===== config.mk =====
export PLATFORM = sky130hd
export DESIGN_NAME = button_press_classifier
export DESIGN_NICKNAME = d
export VERILOG_FILES = /design/src/rtl/button_pkg.sv /design/src/rtl/ms_tick_gen.sv /design/src/rtl/button_press_classifier.sv
export SDC_FILE = /design/constraint.sdc
export NUM_CORES = 1
export LEC_CHECK = 0
export BUFFER_PORTS_ARGS = -buffer_cell sky130_fd_sc_hd__buf_2
export CAP_MARGIN = 20
export CORE_MARGIN = 4
export CORE_UTILIZATION = 40
export DETAILED_ROUTE_END_ITERATION = 7
export SYNTH_ARGS = -nofsm -noshare
export SYNTH_HDL_FRONTEND = slang
export SYNTH_SLANG_ARGS = --single-unit

===== constraint.sdc =====
create_clock -name clk -period 9.2 [get_ports clk]
set_input_delay 0.46 -clock clk [delete_from_list [all_inputs] [get_ports clk]]
set_output_delay 0.46 -clock clk [all_outputs]
set_load 0.02 [all_outputs]

===== src/rtl/button_pkg.sv =====
// Shared types and helpers for the button press classifier.
// Optional states are present only when BUTTON_DOUBLE_PRESS_EN is defined.
package button_pkg;

    typedef enum logic [2:0] {
        ST_WAIT_RELEASE   = 3'd0,
        ST_IDLE           = 3'd1,
        ST_PRESSED        = 3'd2,
        ST_HELD           = 3'd3
`ifdef BUTTON_DOUBLE_PRESS_EN
        ,
        ST_WAIT_SECOND    = 3'd4,
        ST_SECOND_PRESSED = 3'd5
`endif
    } btn_state_t;

    // Which single-cycle event the FSM decided on this cycle.
    localparam logic [2:0] PULSE_NONE   = 3'd0;
    localparam logic [2:0] PULSE_SHORT  = 3'd1;
    localparam logic [2:0] PULSE_LONG   = 3'd2;
    localparam logic [2:0] PULSE_REPEAT = 3'd3;
    localparam logic [2:0] PULSE_DOUBLE = 3'd4;

    function automatic int ms_to_ticks(input int clk_per);
        return 1000000 / clk_per;
    endfunction

    function automatic int max3(input int a, input int b, input int c);
        int m;
        m = (a > b) ? a : b;
        return (m > c) ? m : c;
    endfunction

endpackage


===== src/rtl/ms_tick_gen.sv =====
// Millisecond prescaler: tick is high for one cycle every TICK_CYC cycles,
// counted from the last synchronous clear.
module ms_tick_gen
#(
    parameter int TICK_CYC = 100000
)
(
    input  logic clk,
    input  logic rst_n,
    input  logic clear,
    output logic tick
);

    localparam int CW = (TICK_CYC > 1) ? $clog2(TICK_CYC) : 1;
    localparam logic [CW-1:0] LAST = CW'(TICK_CYC - 1);

    logic [CW-1:0] cnt_reg;

    always_ff @(posedge clk or negedge rst_n) begin
        if (!rst_n) begin
            cnt_reg <= '0;
        end else if (clear || cnt_reg == LAST) begin
            cnt_reg <= '0;
        end else begin
            cnt_reg <= cnt_reg + CW'(1);
        end
    end

    assign tick = (cnt_reg == LAST);

endmodule


===== src/rtl/button_press_classifier.sv =====
// Turns a debounced button level into short/long/repeat/double press pulses.
// Double-press detection is compiled in with BUTTON_DOUBLE_PRESS_EN.
module button_press_classifier
    import button_pkg::*;
#(
    parameter int CLK_PER   = 10,
    parameter int LONG_MS   = 500,
    parameter int REPEAT_MS = 100,
    parameter int DOUBLE_MS = 250
)
(
    input  logic clk,
    input  logic CPU_RESETN,
    input  logic btn_level,
    output logic short_press,
    output logic long_press,
    output logic repeat_press,
    output logic double_press,
    output logic held
);

    localparam int TICK_CYC = ms_to_ticks(CLK_PER);
    localparam int MS_W     = $clog2(max3(LONG_MS, REPEAT_MS, DOUBLE_MS) + 1);
    localparam logic [MS_W-1:0] LONG_TH   = MS_W'(LONG_MS);
    localparam logic [MS_W-1:0] REPEAT_TH = MS_W'(REPEAT_MS);
`ifdef BUTTON_DOUBLE_PRESS_EN
    localparam logic [MS_W-1:0] DOUBLE_TH = MS_W'(DOUBLE_MS);
`endif

    btn_state_t      state_reg, state_next;
    logic [MS_W-1:0] ms_reg, ms_inc;
    logic [2:0]      pulse_next;
    logic            restart;
    logic            clear;
    logic            tick;
    logic            short_reg, long_reg, repeat_reg, held_reg;

    ms_tick_gen #(.TICK_CYC(TICK_CYC)) u_tick (
        .clk   (clk),
        .rst_n (CPU_RESETN),
        .clear (clear),
        .tick  (tick)
    );

    // ms_inc is the count as it would stand after this edge, so thresholds
    // fire on the edge the count reaches them.
    always_comb begin
        ms_inc     = (tick && ms_reg != '1) ? ms_reg + MS_W'(1) : ms_reg;
        state_next = state_reg;
        pulse_next = PULSE_NONE;
        restart    = 1'b0;
        case (state_reg)
            ST_WAIT_RELEASE: begin
                if (!btn_level) state_next = ST_IDLE;
            end
            ST_IDLE: begin
                if (btn_level) state_next = ST_PRESSED;
            end
            ST_PRESSED: begin
                if (!btn_level) begin
`ifdef BUTTON_DOUBLE_PRESS_EN
                    state_next = ST_WAIT_SECOND;
`else
                    state_next = ST_IDLE;
                    pulse_next = PULSE_SHORT;
`endif
                end else if (ms_inc >= LONG_TH) begin
                    state_next = ST_HELD;
                    pulse_next = PULSE_LONG;
                end
            end
            ST_HELD: begin
                if (!btn_level) begin
                    state_next = ST_IDLE;
                end else if (ms_inc >= REPEAT_TH) begin
                    pulse_next = PULSE_REPEAT;
                    restart    = 1'b1;
                end
            end
`ifdef BUTTON_DOUBLE_PRESS_EN
            ST_WAIT_SECOND: begin
                if (btn_level) begin
                    state_next = ST_SECOND_PRESSED;
                end else if (ms_inc >= DOUBLE_TH) begin
                    state_next = ST_IDLE;
                    pulse_next = PULSE_SHORT;
                end
            end
            ST_SECOND_PRESSED: begin
                if (!btn_level) begin
                    state_next = ST_IDLE;
                    pulse_next = PULSE_DOUBLE;
                end
            end
`endif
            default: state_next = ST_WAIT_RELEASE;
        endcase
    end

    // Every state change, and every repeat, restarts the ms timebase.
    assign clear = (state_next != state_reg) || restart;

    always_ff @(posedge clk or negedge CPU_RESETN) begin
        if (!CPU_RESETN) begin
            state_reg  <= ST_WAIT_RELEASE;
            ms_reg     <= '0;
            short_reg  <= 1'b0;
            long_reg   <= 1'b0;
            repeat_reg <= 1'b0;
            held_reg   <= 1'b0;
        end else begin
            state_reg  <= state_next;
            ms_reg     <= clear ? '0 : ms_inc;
            short_reg  <= (pulse_next == PULSE_SHORT);
            long_reg   <= (pulse_next == PULSE_LONG);
            repeat_reg <= (pulse_next == PULSE_REPEAT);
            held_reg   <= (state_next == ST_HELD);
        end
    end

`ifdef BUTTON_DOUBLE_PRESS_EN
    logic double_reg;

    always_ff @(posedge clk or negedge CPU_RESETN) begin
        if (!CPU_RESETN) begin
            double_reg <= 1'b0;
        end else begin
            double_reg <= (pulse_next == PULSE_DOUBLE);
        end
    end

    assign double_press = double_reg;
`else
    assign double_press = 1'b0;
`endif

    assign short_press  = short_reg;
    assign long_press   = long_reg;
    assign repeat_press = repeat_reg;
    assign held         = held_reg;

endmodule


# Yosys cells after proc, flatten, opt, wreduce, memory -nomap -nowiden
# Cells that the tools add are included.
[classes] n_addsub=2 multipliers=0 div=0 order_cmp=2 eq_ne=10 shift=0 mux=16 bitwise_logic=0 reduce_logical=5
[ops] operator="9-bit 2-to-1 mux" n=2
[ops] operator="17-bit by 1-bit adder with 17-bit output (second input constant)" n=1
[ops] operator="17-bit equality test (second input constant)" n=1
[ops] operator="17-bit 2-to-1 mux" n=1
[ops] operator="3-bit by 2-bit equality test with 1-bit output (second input constant)" n=5
[ops] operator="3-bit 2-to-1 mux" n=4
[ops] operator="9-bit by 1-bit adder with 9-bit output (second input constant)" n=1
[ops] operator="9-bit by 7-bit greater-or-equal comparator with 1-bit output (second input constant)" n=1
[ops] operator="9-bit greater-or-equal comparator (second input constant)" n=1
[ops] operator="9-bit inequality test (second input constant)" n=1
[ops] operator="3-bit case mux with 3 select lines" n=1
[ops] operator="2-bit 2-to-1 mux" n=4
[ops] operator="3-bit by 1-bit equality test with 1-bit output (second input constant)" n=2
[ops] operator="2-bit case mux with 2 select lines" n=1
[ops] operator="3-bit zero test" n=1
[ops] operator="1-bit 2-to-1 mux" n=3
[ops] operator="3-bit inequality test" n=1
[ops] operator="1-bit logical OR" n=2
[ops] operator="2-bit OR reduction" n=1
[ops] operator="1-bit logical AND" n=1
[word_totals] regBits=33 latch_bits=0 mem_bits_rw=0 romBits=0 in_bits=3 out_inout_bits=5 word_cells=42 mem_count=0

# Depth between registers and ports, before layout
# Gate-level depths: netlist of the first run.
[logic_depth] depth_word=11 depth_mapped=12 depth_no_buf=10

# By module
# A second synthesis of the first run with hierarchy kept.
[hier_totals] cells_unflattened=185 hier_area_um2=1839.3
[modules_own_cells] module="button_press_classifier" n_inst=1 cells_each=98 area_each_um2=991.0 seq_area_each_um2=400.4
[modules_own_cells] module="ms_tick_gen" n_inst=1 cells_each=87 area_each_um2=848.3 seq_area_each_um2=425.4

# Worst setup path before layout of the first run
# OpenSTA, ideal clock, no wires.
[synth_timing] path_type="flip-flop to flip-flop" start="register ms_reg[0]" end="register u_tick.cnt_reg[3]" setup_time_ns=0.147 arrival_time_ns=3.060 required_ns=9.053 slack_ns=5.993 path_stages_with_launch=13 path_buffers=2 period_less_slack_ns=3.207 cell_sequence="dfrtp_1 ha_1 nand2_1 nor3_1 ha_1 or4b_1 buf_2 or3_4 nor4_2 o22ai_2 a221oi_4 buf_6 nor4_2"
[synth_via] elab_chain_len=11 word_cells_on_any_way=16 cone_classes="add/sub (1); order compare (2); eq/ne (2); mux (8); reduce/logical (3)"
[synth_rtl] element="start, declared" line_no="button_press_classifier.sv:31" source="logic [MS_W-1:0] ms_reg, ms_inc;"
[synth_rtl] element="start signal, assigned" line_no="button_press_classifier.sv:113" source="ms_reg <= clear ? '0 : ms_inc;"
[synth_rtl] element="branches (longest 2 deep; another with 9-bit by 1-bit adder with 9-bit output)"
[synth_rtl] element="9-bit 2-to-1 mux *" line_no="button_press_classifier.sv:48" source="ms_inc = (tick && ms_reg != '1) ? ms_reg + MS_W'(1) : ms_reg;"
[synth_rtl] element="9-bit greater-or-equal comparator" line_no="button_press_classifier.sv:67" source="end else if (ms_inc >= LONG_TH) begin"
[synth_rtl] element="3-bit 2-to-1 mux" line_no="button_press_classifier.sv:67"
[synth_rtl] element="3-bit 2-to-1 mux" line_no="button_press_classifier.sv:60" source="if (!btn_level) begin"
[synth_rtl] element="3-bit case mux with 3 select lines" line_no="button_press_classifier.sv:52" source="case (state_reg)"
[synth_rtl] element="3-bit inequality test" line_no="button_press_classifier.sv:101" source="assign clear = (state_next != state_reg) || restart;"
[synth_rtl] element="1-bit logical OR *" line_no="button_press_classifier.sv:101"
[synth_rtl] element="1-bit logical OR *" line_no="ms_tick_gen.sv:22" source="end else if (clear || cnt_reg == LAST) begin"
[synth_rtl] element="17-bit 2-to-1 mux *" line_no="ms_tick_gen.sv:22"
[synth_rtl] element="end signal, assigned" line_no="ms_tick_gen.sv:25" source="cnt_reg <= cnt_reg + CW'(1);"
[synth_rtl] element="end, declared" line_no="ms_tick_gen.sv:17" source="logic [CW-1:0] cnt_reg;"
# Every way passes the cells marked *.

# Final worst setup path of the first run
[layout_timing] start="register ms_reg[0]" end="register u_tick.cnt_reg[16]"
# Same word-level chain as after synthesis.

==> results of run 1 <==
## metrics by stage
| stage | util | std cells | instance area (um2) | worst slack, ps |
|---|---|---|---|---|
| 5_1_grt | 0.467 | 267 | 2250 | 5410 |
| 6_report | 0.467 | 267 | 2250 | 5690 |
| 3_3_place_gp | 0.443 | 259 | 2130 | 5820 |
| 2_1_floorplan | - | 193 | 2040 | 5990 |
| 3_5_place_dp | 0.443 | 259 | 2130 | 5720 |
| 4_1_cts | 0.467 | 267 | 2250 | 5720 |
## cells in the mapped netlist, drive strengths merged, types with 2 or more instances
cell and count:
xor2 10, or3 5, nor2b 3, or4b 2, and2 2, mux2i 3
nor2 11, inv 3, a21oi 3, nand2 11, a211oi 2, and4 3
xnor2 12, ha 3, o21ai 3, nand3 9, dfrtp 33, nand3b 2
buf 5, nor4 30, nand4 8, nor4b 2, clkbuf 5, nor3 4
## worst reg2reg max path: stages (launching register included)
cell and delay, ps:
sky130_fd_sc_hd__dfrtp_1 420, sky130_fd_sc_hd__ha_1 270, sky130_fd_sc_hd__nand2_1 130, sky130_fd_sc_hd__nor3_1 60
sky130_fd_sc_hd__ha_1 180, sky130_fd_sc_hd__or4b_1 570, sky130_fd_sc_hd__or3_4 410, sky130_fd_sc_hd__nor4_2 350
sky130_fd_sc_hd__o22ai_2 170, sky130_fd_sc_hd__a221oi_4 270, sky130_fd_sc_hd__buf_4 400, sky130_fd_sc_hd__nor4_1 130
## per-layer routing
metal  GRT usage  vias up
li1            -      734
met1       0.197      741
met2       0.247       42
met3      0.0282       10
met4      0.0533        0
met5           0        -
## power breakdown
part	internal [W]	switching, W	leakage, nW
Sequential	0.000146	0.00000154	0.456
Combinational	0.00000314	0.00000950	0.286
Clock	0.0000883	0.0000518	0.0585
## final cells by class
type / count / area (um2) / share of cell area
clock buffers: 7 / 86.3 / 0.0384
clock inverters: 1 / 30.0 / 0.0133
inverters: 3 / 11.3 / 0.00501
multi-input cells: 147 / 1160 / 0.516
flip-flops and latches: 33 / 826 / 0.367
well taps: 67 / 83.8 / 0.0373
repair buffers: 9 / 52.6 / 0.0234
## kinds of logic after synthesis
kind of cell | synth area share
AO/OA/AOI/OAI | 0.0804
XOR/XNOR | 0.0945
adder cells (fa/ha/maj) | 0.0184
buffers and inverters | 0.0338
flip-flops | 0.405
multiplexers | 0.0147
other | 0.00184
AND/OR/NAND/NOR | 0.351
## worst paths after layout
| kind | from | to | slack (ps) | cells past startpoint |
|---|---|---|---|---|
| max in group asynchronous | CPU_RESETN | u_tick.cnt_reg[7]$_DFF_PN0_ | 8450 | 1 |
| max | ms_reg[0]$_DFF_PN0_ | u_tick.cnt_reg[16]$_DFF_PN0_ | 5690 | 11 |
| min | CPU_RESETN | repeat_press$_DFF_PN0_ | 250 | 1 |
| min in group clk | btn_level | short_press$_DFF_PN0_ | 380 | 2 |
| min reg2reg | state_reg[2]$_DFF_PN0_ | state_reg[0]$_DFF_PN0_ | 520 | 1 |
| max reg2reg | ms_reg[0]$_DFF_PN0_ | u_tick.cnt_reg[16]$_DFF_PN0_ | 5690 | 11 |
==> results.txt, run 1 <==
----------------------------------------------------
[Logic synthesis]
  Synthesized instance count ... 192
  Count of unique library cells instantiated by Yosys ... 50
  Most frequently used flop master after synthesis ... sky130_fd_sc_hd__dfrtp_1
  #FFs+latches synth ... 33
  Share of flip-flops with an asynchronous set or reset ... 1.00
  Area leader, netlist ... sky130_fd_sc_hd__dfrtp_1
  Post-synthesis sequential area ratio ... 0.405
  Share of the synthesized area in the top cell type ... 0.405
  Post-Synthesis Cell Area ... 2040 um2
  Syn avg cell area ... 10.6 um2
  Top post-synthesis cells by area ... sky130_fd_sc_hd__dfrtp_1, sky130_fd_sc_hd__nor4_2, sky130_fd_sc_hd__xnor2_1
  Number of synthesized flops with an enable pin ... 0
  Number of warning messages in the yosys log ... 0

[Detailed routing]
  Vias per cell ... 5.72
  Wire length on met1 ... 1970 um
  First-pass DRT Iterations ... 4
  Iter 0 DRT Violations ... 133
  Routed length on met2 ... 2090 um
  Via count ... 1527
  Count of nets left with antenna violations after detail routing ... 0
  Highest metal layer used by the detailed router ... met4
  Total Wirelength ... 4280 um
  Total length of routed met3 wires ... 123 um
  Post-detailed-route wirelength per cell ... 16.0 um
  DRC ... 0

[Power]
  Total power ... 0.000301 W
  Leakage Power ... 0.801 nW
  Power density relative to cell area ... 134 nW/um2
  Worst VDD drop ... 0.0921 mV

[Timing]
  Peak Freq ... 0.285 GHz
  Worst slew slack as a fraction of its limit ... 0.374
  RSZ-0062 raised after global routing ... false
  Portion of the clock cycle consumed by the worst path in the final layout ... 0.381
  Transition time of the tightest slew-check pin ... 929 ps
  Final hold violation count ... 0
  Count of pins over their slew limit ... 0
  Number of setup violations in the final report ... 0
  Setup total negative slack ... 0 ps
  Worst clock skew on the final layout ... 8.99 ps
  Hold Slack ... 253 ps
  Post-layout min period ... 3510 ps

[Die]
  Die outline area ... 6300 um2
  Die extent in x ... 79.4 um
  Initial core utilization ... 0.423
  Cell Rows ... 25
  Top-Level Pins ... 8
  Die height ... 79.4 um
  Std-Cell Core Area ... 4820 um2

[Worst hold path]
  Worst min-delay path class ... primary input to async pin

[Outcome]
  Status ... complete, no violations

[Layout]
  Total inserted antenna cells ... 0
  Top library cells by usage in the layout, fill and taps aside ... sky130_fd_sc_hd__dfrtp_1, sky130_fd_sc_hd__nor4_2, sky130_fd_sc_hd__xnor2_1
  Number of flip-flops under the largest register name ... 17
  Number of nets at the end of the flow ... 205
  Count of fill cells added during filler insertion ... 461
  Most common library cell in the layout ignoring fill and taps ... sky130_fd_sc_hd__dfrtp_1
  Share of final-layout standard cells stronger than drive strength 1 ... 0.235
  Growth of design area from synthesis to finish ... 10.4%

[Run]
  Maxcap violations ... 0

[Worst setup path]
  Arrival time at the worst endpoint ... 3640 ps
  Worst path required time ... 9330 ps
  Top fanout value on the critical path ... 26
  Nature of the critical path startpoint ... register
  Critical-path cell list ... ha_1 > nand2_1 > nor3_1 > ha_1 > or4b_1 > or3_4 > nor4_2 > o22ai_2 > a221oi_4 > buf_4 > nor4_1
  Crit Path Class ... register to register
  Most numerous cell on the critical path ... sky130_fd_sc_hd__ha_1
  Cell family with the largest share of critical-path delay ... simple AND/OR/NAND/NOR gates
  Cell with the largest stage delay on the worst path ... sky130_fd_sc_hd__or4b_1
  Delay of the slowest cell on the worst path ... 570 ps
  Type of element capturing the critical path ... register
  Combined buffer and inverter count along the critical path ... 1

[CTS]
  Total clock buffers created by CTS ... 5
  Count of H-tree levels built during CTS ... 2
  Number of gates resized after CTS ... 0
  Clock-pin slew of the registers on the worst-case setup and hold paths ... 70 ps
  CTS tree ... yes
  # hold bufs at CTS ... 0
  Clk Tree Root Cell ... sky130_fd_sc_hd__clkbuf_8
  Number of buffers on the longest clock path ... 2
  Clock insertion delay at the later pin of the skew report ... 280 ps
  Setup Buffers After CTS ... 0
  Number of clock sinks ... 33

[Global route]
  Wire length of the first global-routing pass ... 7420 um
  Overflow left after global routing ... 0
  Antenna violations before repair ... 0
  Vias in the first global route ... 1497
  Largest net degree at the start of global routing ... 34
  Global Route Usage Sum ... 0.150

[Placed design]
  Number of port buffers ... 6
  DP HPWL ... 2980 um
  Last weighted congestion value of the routability-driven placer ... 0.887

----------------------------------------------------
Power figures use the tool's default switching activity.
==> inputs of run 2 (changes only) <==
Settings changed: ABC_AREA set to 1.
Clock period 9.2 ns to 3.5 ns, I/O delays scaled along.
==> results.txt, run 2 <==
----------------------------------------------------
[Outcome]
  Status ... complete, no violations (unchanged)

[Logic synthesis]
  Most common library cells after synthesis ... sky130_fd_sc_hd__nand2_1, sky130_fd_sc_hd__nor2_1, sky130_fd_sc_hd__dfrtp_1 (was sky130_fd_sc_hd__dfrtp_1, sky130_fd_sc_hd__nor4_2, sky130_fd_sc_hd__xnor2_1)
  Most frequent cell after synthesis ... sky130_fd_sc_hd__nand2_1 (was sky130_fd_sc_hd__dfrtp_1)
  Count of unique library cells instantiated by Yosys ... 31 (was 50)
  #FFs+latches synth ... 33 (unchanged)
  Share of the synthesized area in the top cell type ... 0.387 (was 0.405)
  Synthesized instance count ... 276 (was 192)
  Share of flip-flops with an asynchronous set or reset ... 1.00 (unchanged)
  Number of synthesized flops with an enable pin ... 0 (unchanged)
  Most frequently used flop master after synthesis ... sky130_fd_sc_hd__dfrtp_1 (unchanged)
  Number of warning messages in the yosys log ... 0 (unchanged)
  Post-Synthesis Cell Area ... 2140 um2 (was 2040 um2)
  Post-synthesis sequential area ratio ... 0.387 (was 0.405)
  Area leader, netlist ... sky130_fd_sc_hd__dfrtp_1 (unchanged)
  Top post-synthesis cells by area ... sky130_fd_sc_hd__dfrtp_1, sky130_fd_sc_hd__nand2_1, sky130_fd_sc_hd__nor2_1 (was sky130_fd_sc_hd__dfrtp_1, sky130_fd_sc_hd__nor4_2, sky130_fd_sc_hd__xnor2_1)
  Syn avg cell area ... 7.74 um2 (was 10.6 um2)

[Worst setup path]
  R2r worst-path depth ... 14 (was 11)
  Worst path required time ... 3700 ps (was 9330 ps)
  Top fanout value on the critical path ... 17 (was 26)
  Arrival time at the worst endpoint ... 3160 ps (was 3640 ps)
  Type of element capturing the critical path ... register (unchanged)
  Nature of the critical path startpoint ... register (unchanged)
  Crit Path Class ... register to register (unchanged)

[Detailed routing]
  DRC ... 0 (unchanged)
  Vias per cell ... 4.78 (was 5.72)
  Post-detailed-route wirelength per cell ... 11.5 um (was 16.0 um)
  Total Wirelength ... 4110 um (was 4280 um)
  Count of nets left with antenna violations after detail routing ... 0 (unchanged)
  First-pass DRT Iterations ... 4 (unchanged)
  Via count ... 1710 (was 1527)
  Iter 0 DRT Violations ... 118 (was 133)

[Timing]
  PnR worst setup slack ... 540 ps (was 5690 ps)
  Worst slew slack as a fraction of its limit ... 0.517 (was 0.374)
  Count of pins over their slew limit ... 0 (unchanged)
  Number of setup violations in the final report ... 0 (unchanged)
  RSZ-0062 raised after global routing ... false (unchanged)
  Setup total negative slack ... 0 ps (unchanged)
  Worst clock skew on the final layout ... 5.40 ps (was 8.99 ps)
  Post-layout min period ... 2960 ps (was 3510 ps)
  Peak Freq ... 0.338 GHz (was 0.285 GHz)
  Final hold violation count ... 0 (unchanged)
  Transition time of the tightest slew-check pin ... 725 ps (was 929 ps)
  Portion of the clock cycle consumed by the worst path in the final layout ... 0.846 (was 0.381)

[Power]
  Power density relative to cell area ... 319 nW/um2 (was 134 nW/um2)
  Total power ... 0.000742 W (was 0.000301 W)
  Internal power ... 0.000572 W (was 0.000238 W)
  Part of the power in combinational logic ... 0.055 (was 0.042)
  Switching share of total power ... 0.228 (was 0.209)
  Leakage Power ... 0.993 nW (was 0.801 nW)
  Clock power share ... 0.421 (was 0.466)
  Switching Power ... 0.000169 W (was 0.0000628 W)
  Worst VDD drop ... 0.211 mV (was 0.0921 mV)
  Sequential power share ... 0.524 (was 0.492)

[Layout]
  Count of fill cells added during filler insertion ... 566 (was 461)
  Total inserted antenna cells ... 0 (unchanged)
  Share of final-layout standard cells stronger than drive strength 1 ... 0.188 (was 0.235)
  Number of flip-flops under the largest register name ... 17 (unchanged)
  Most common library cell in the layout ignoring fill and taps ... sky130_fd_sc_hd__nand2_1 (was sky130_fd_sc_hd__dfrtp_1)
  Growth of design area from synthesis to finish ... 8.90% (was 10.4%)
  Number of nets at the end of the flow ... 293 (was 205)
  Top library cells by usage in the layout, fill and taps aside ... sky130_fd_sc_hd__nand2_1, sky130_fd_sc_hd__nor2_1, sky130_fd_sc_hd__dfrtp_1 (was sky130_fd_sc_hd__dfrtp_1, sky130_fd_sc_hd__nor4_2, sky130_fd_sc_hd__xnor2_1)

[Run]
  Maxcap violations ... 0 (unchanged)

[Die]
  Std-Cell Core Area ... 5140 um2 (was 4820 um2)
  Die height ... 81.1 um (was 79.4 um)
  Initial core utilization ... 0.416 (was 0.423)
  Cell Rows ... 26 (was 25)
  Die outline area ... 6570 um2 (was 6300 um2)
  Die extent in x ... 81.1 um (was 79.4 um)
  Top-Level Pins ... 8 (unchanged)

[Global route]
  Vias in the first global route ... 1626 (was 1497)
  Met3 GRT Util ... 0.0366 (was 0.0282)
  Wire length of the first global-routing pass ... 7450 um (was 7420 um)
  Met1 track demand over resource ... 0.203 (was 0.197)
  Overflow left after global routing ... 0 (unchanged)
  Gr busiest metal ... met2 (unchanged)
  Antenna violations before repair ... 0 (unchanged)
  Routing usage on met2 ... 0.222 (was 0.247)
  Global Route Usage Sum ... 0.147 (was 0.150)
  Largest net degree at the start of global routing ... 34 (unchanged)

[Worst hold path]
  Worst min-delay path class ... primary input to register (was primary input to async pin)
  Cell count of the worst hold path ... 2

[CTS]
  Number of clock sinks ... 33 (unchanged)
  Total clock buffers created by CTS ... 5 (unchanged)
  Clk Tree Root Cell ... sky130_fd_sc_hd__clkbuf_8 (unchanged)
  Number of buffers on the longest clock path ... 2 (unchanged)
  Clock-pin slew of the registers on the worst-case setup and hold paths ... 70 ps (about the same)
  Count of H-tree levels built during CTS ... 2 (unchanged)
  Clock insertion delay at the later pin of the skew report ... 280 ps (about the same)
  CTS tree ... yes (unchanged)
  Setup Buffers After CTS ... 0 (unchanged)

[Placed design]
  Number of port buffers ... 6 (unchanged)
  DP HPWL ... 3140 um (was 2980 um)
  Last weighted congestion value of the routability-driven placer ... 0.835 (was 0.887)
  Worst Setup Slack post-DPL ... 538 ps (was 5720 ps)

----------------------------------------------------
run 2: cells by family after synthesis:
group | after synthesis | synth area share
multiplexers | 1 | 0.00469
XOR/XNOR | 10 | 0.0410
flip-flops | 33 | 0.387
buffers and inverters | 42 | 0.0867
other | 1 | 0.00176
AO/OA/AOI/OAI | 15 | 0.0457
AND/OR/NAND/NOR | 171 | 0.416
adder cells (fa/ha/maj) | 3 | 0.0176
run 2: power by group through the flow:
stage                     clock network [W]  logic [W]  registers, W
after global placement                    0  0.0000406      0.000396
after detailed placement                  0  0.0000411      0.000396
after CTS                          0.000327  0.0000419      0.000389
after global routing               0.000339  0.0000465      0.000389
final                              0.000312  0.0000405      0.000389
after floorplan                           0  0.0000317      0.000396
run 2: final timing paths:
path | startpoint | to | slack (ps)
max reg2reg | ms_reg[0]$_DFF_PN0_ | u_tick.cnt_reg[2]$_DFF_PN0_ | 540
min in group asynchronous | CPU_RESETN | ms_reg[6]$_DFF_PN0_ | 470
max | ms_reg[0]$_DFF_PN0_ | u_tick.cnt_reg[2]$_DFF_PN0_ | 540
min | btn_level | short_press$_DFF_PN0_ | 60
max in group asynchronous | CPU_RESETN | u_tick.cnt_reg[12]$_DFF_PN0_ | 2550
min reg2reg | u_tick.cnt_reg[0]$_DFF_PN0_ | u_tick.cnt_reg[0]$_DFF_PN0_ | 460
run 2: layout make-up:
cell class,instances,area [um2],share of cell area
Timing Repair Buffer,7,40.0,0.0172
Inverter,38,143,0.0613
Sequential cell,33,826,0.355
Tap cell,70,87.6,0.0377
Multi-Input combinational cell,202,1130,0.485
Clock inverter,1,5.00,0.00215
Clock buffer,7,96.3,0.0414
run 2: worst max-delay path, stage by stage (launching register included):
cell	delay [ps]
sky130_fd_sc_hd__dfrtp_1	420
sky130_fd_sc_hd__ha_1	210
sky130_fd_sc_hd__nand3_1	120
sky130_fd_sc_hd__nor4_1	280
sky130_fd_sc_hd__ha_1	320
sky130_fd_sc_hd__inv_1	160
sky130_fd_sc_hd__nand4_1	230
sky130_fd_sc_hd__nand2_1	110
sky130_fd_sc_hd__nand2_1	90
sky130_fd_sc_hd__nand3_1	70
sky130_fd_sc_hd__nand2_1	60
sky130_fd_sc_hd__nand2_1	90
sky130_fd_sc_hd__a21oi_4	180
sky130_fd_sc_hd__nand3_4	340
sky130_fd_sc_hd__nor2_1	200
run 2: routing by layer:
metal	routed length, um	share of wire	up-vias
li1	-	-	893
met1	2010	0.49	783
met2	1860	0.45	32
met3	209	0.051	2
met4	25	0.0061	0
met5	0	0	-
run 2: through the flow:
stage	area [um2]	util	cells	hold WS, ps
final	2330	0.453	358	61.7
after global placement	2210	0.431	349	283
after floorplan	2140	-	277	-121
after global routing	2330	0.453	358	57.8
after detailed placement	2210	0.431	349	293
after CTS	2330	0.453	358	47.1
run 2: timing repair:
action / CTS / global route
resized for setup: 0 / 0
hold buffers: 1 / 0
hold endpoints to repair: 33 / 0
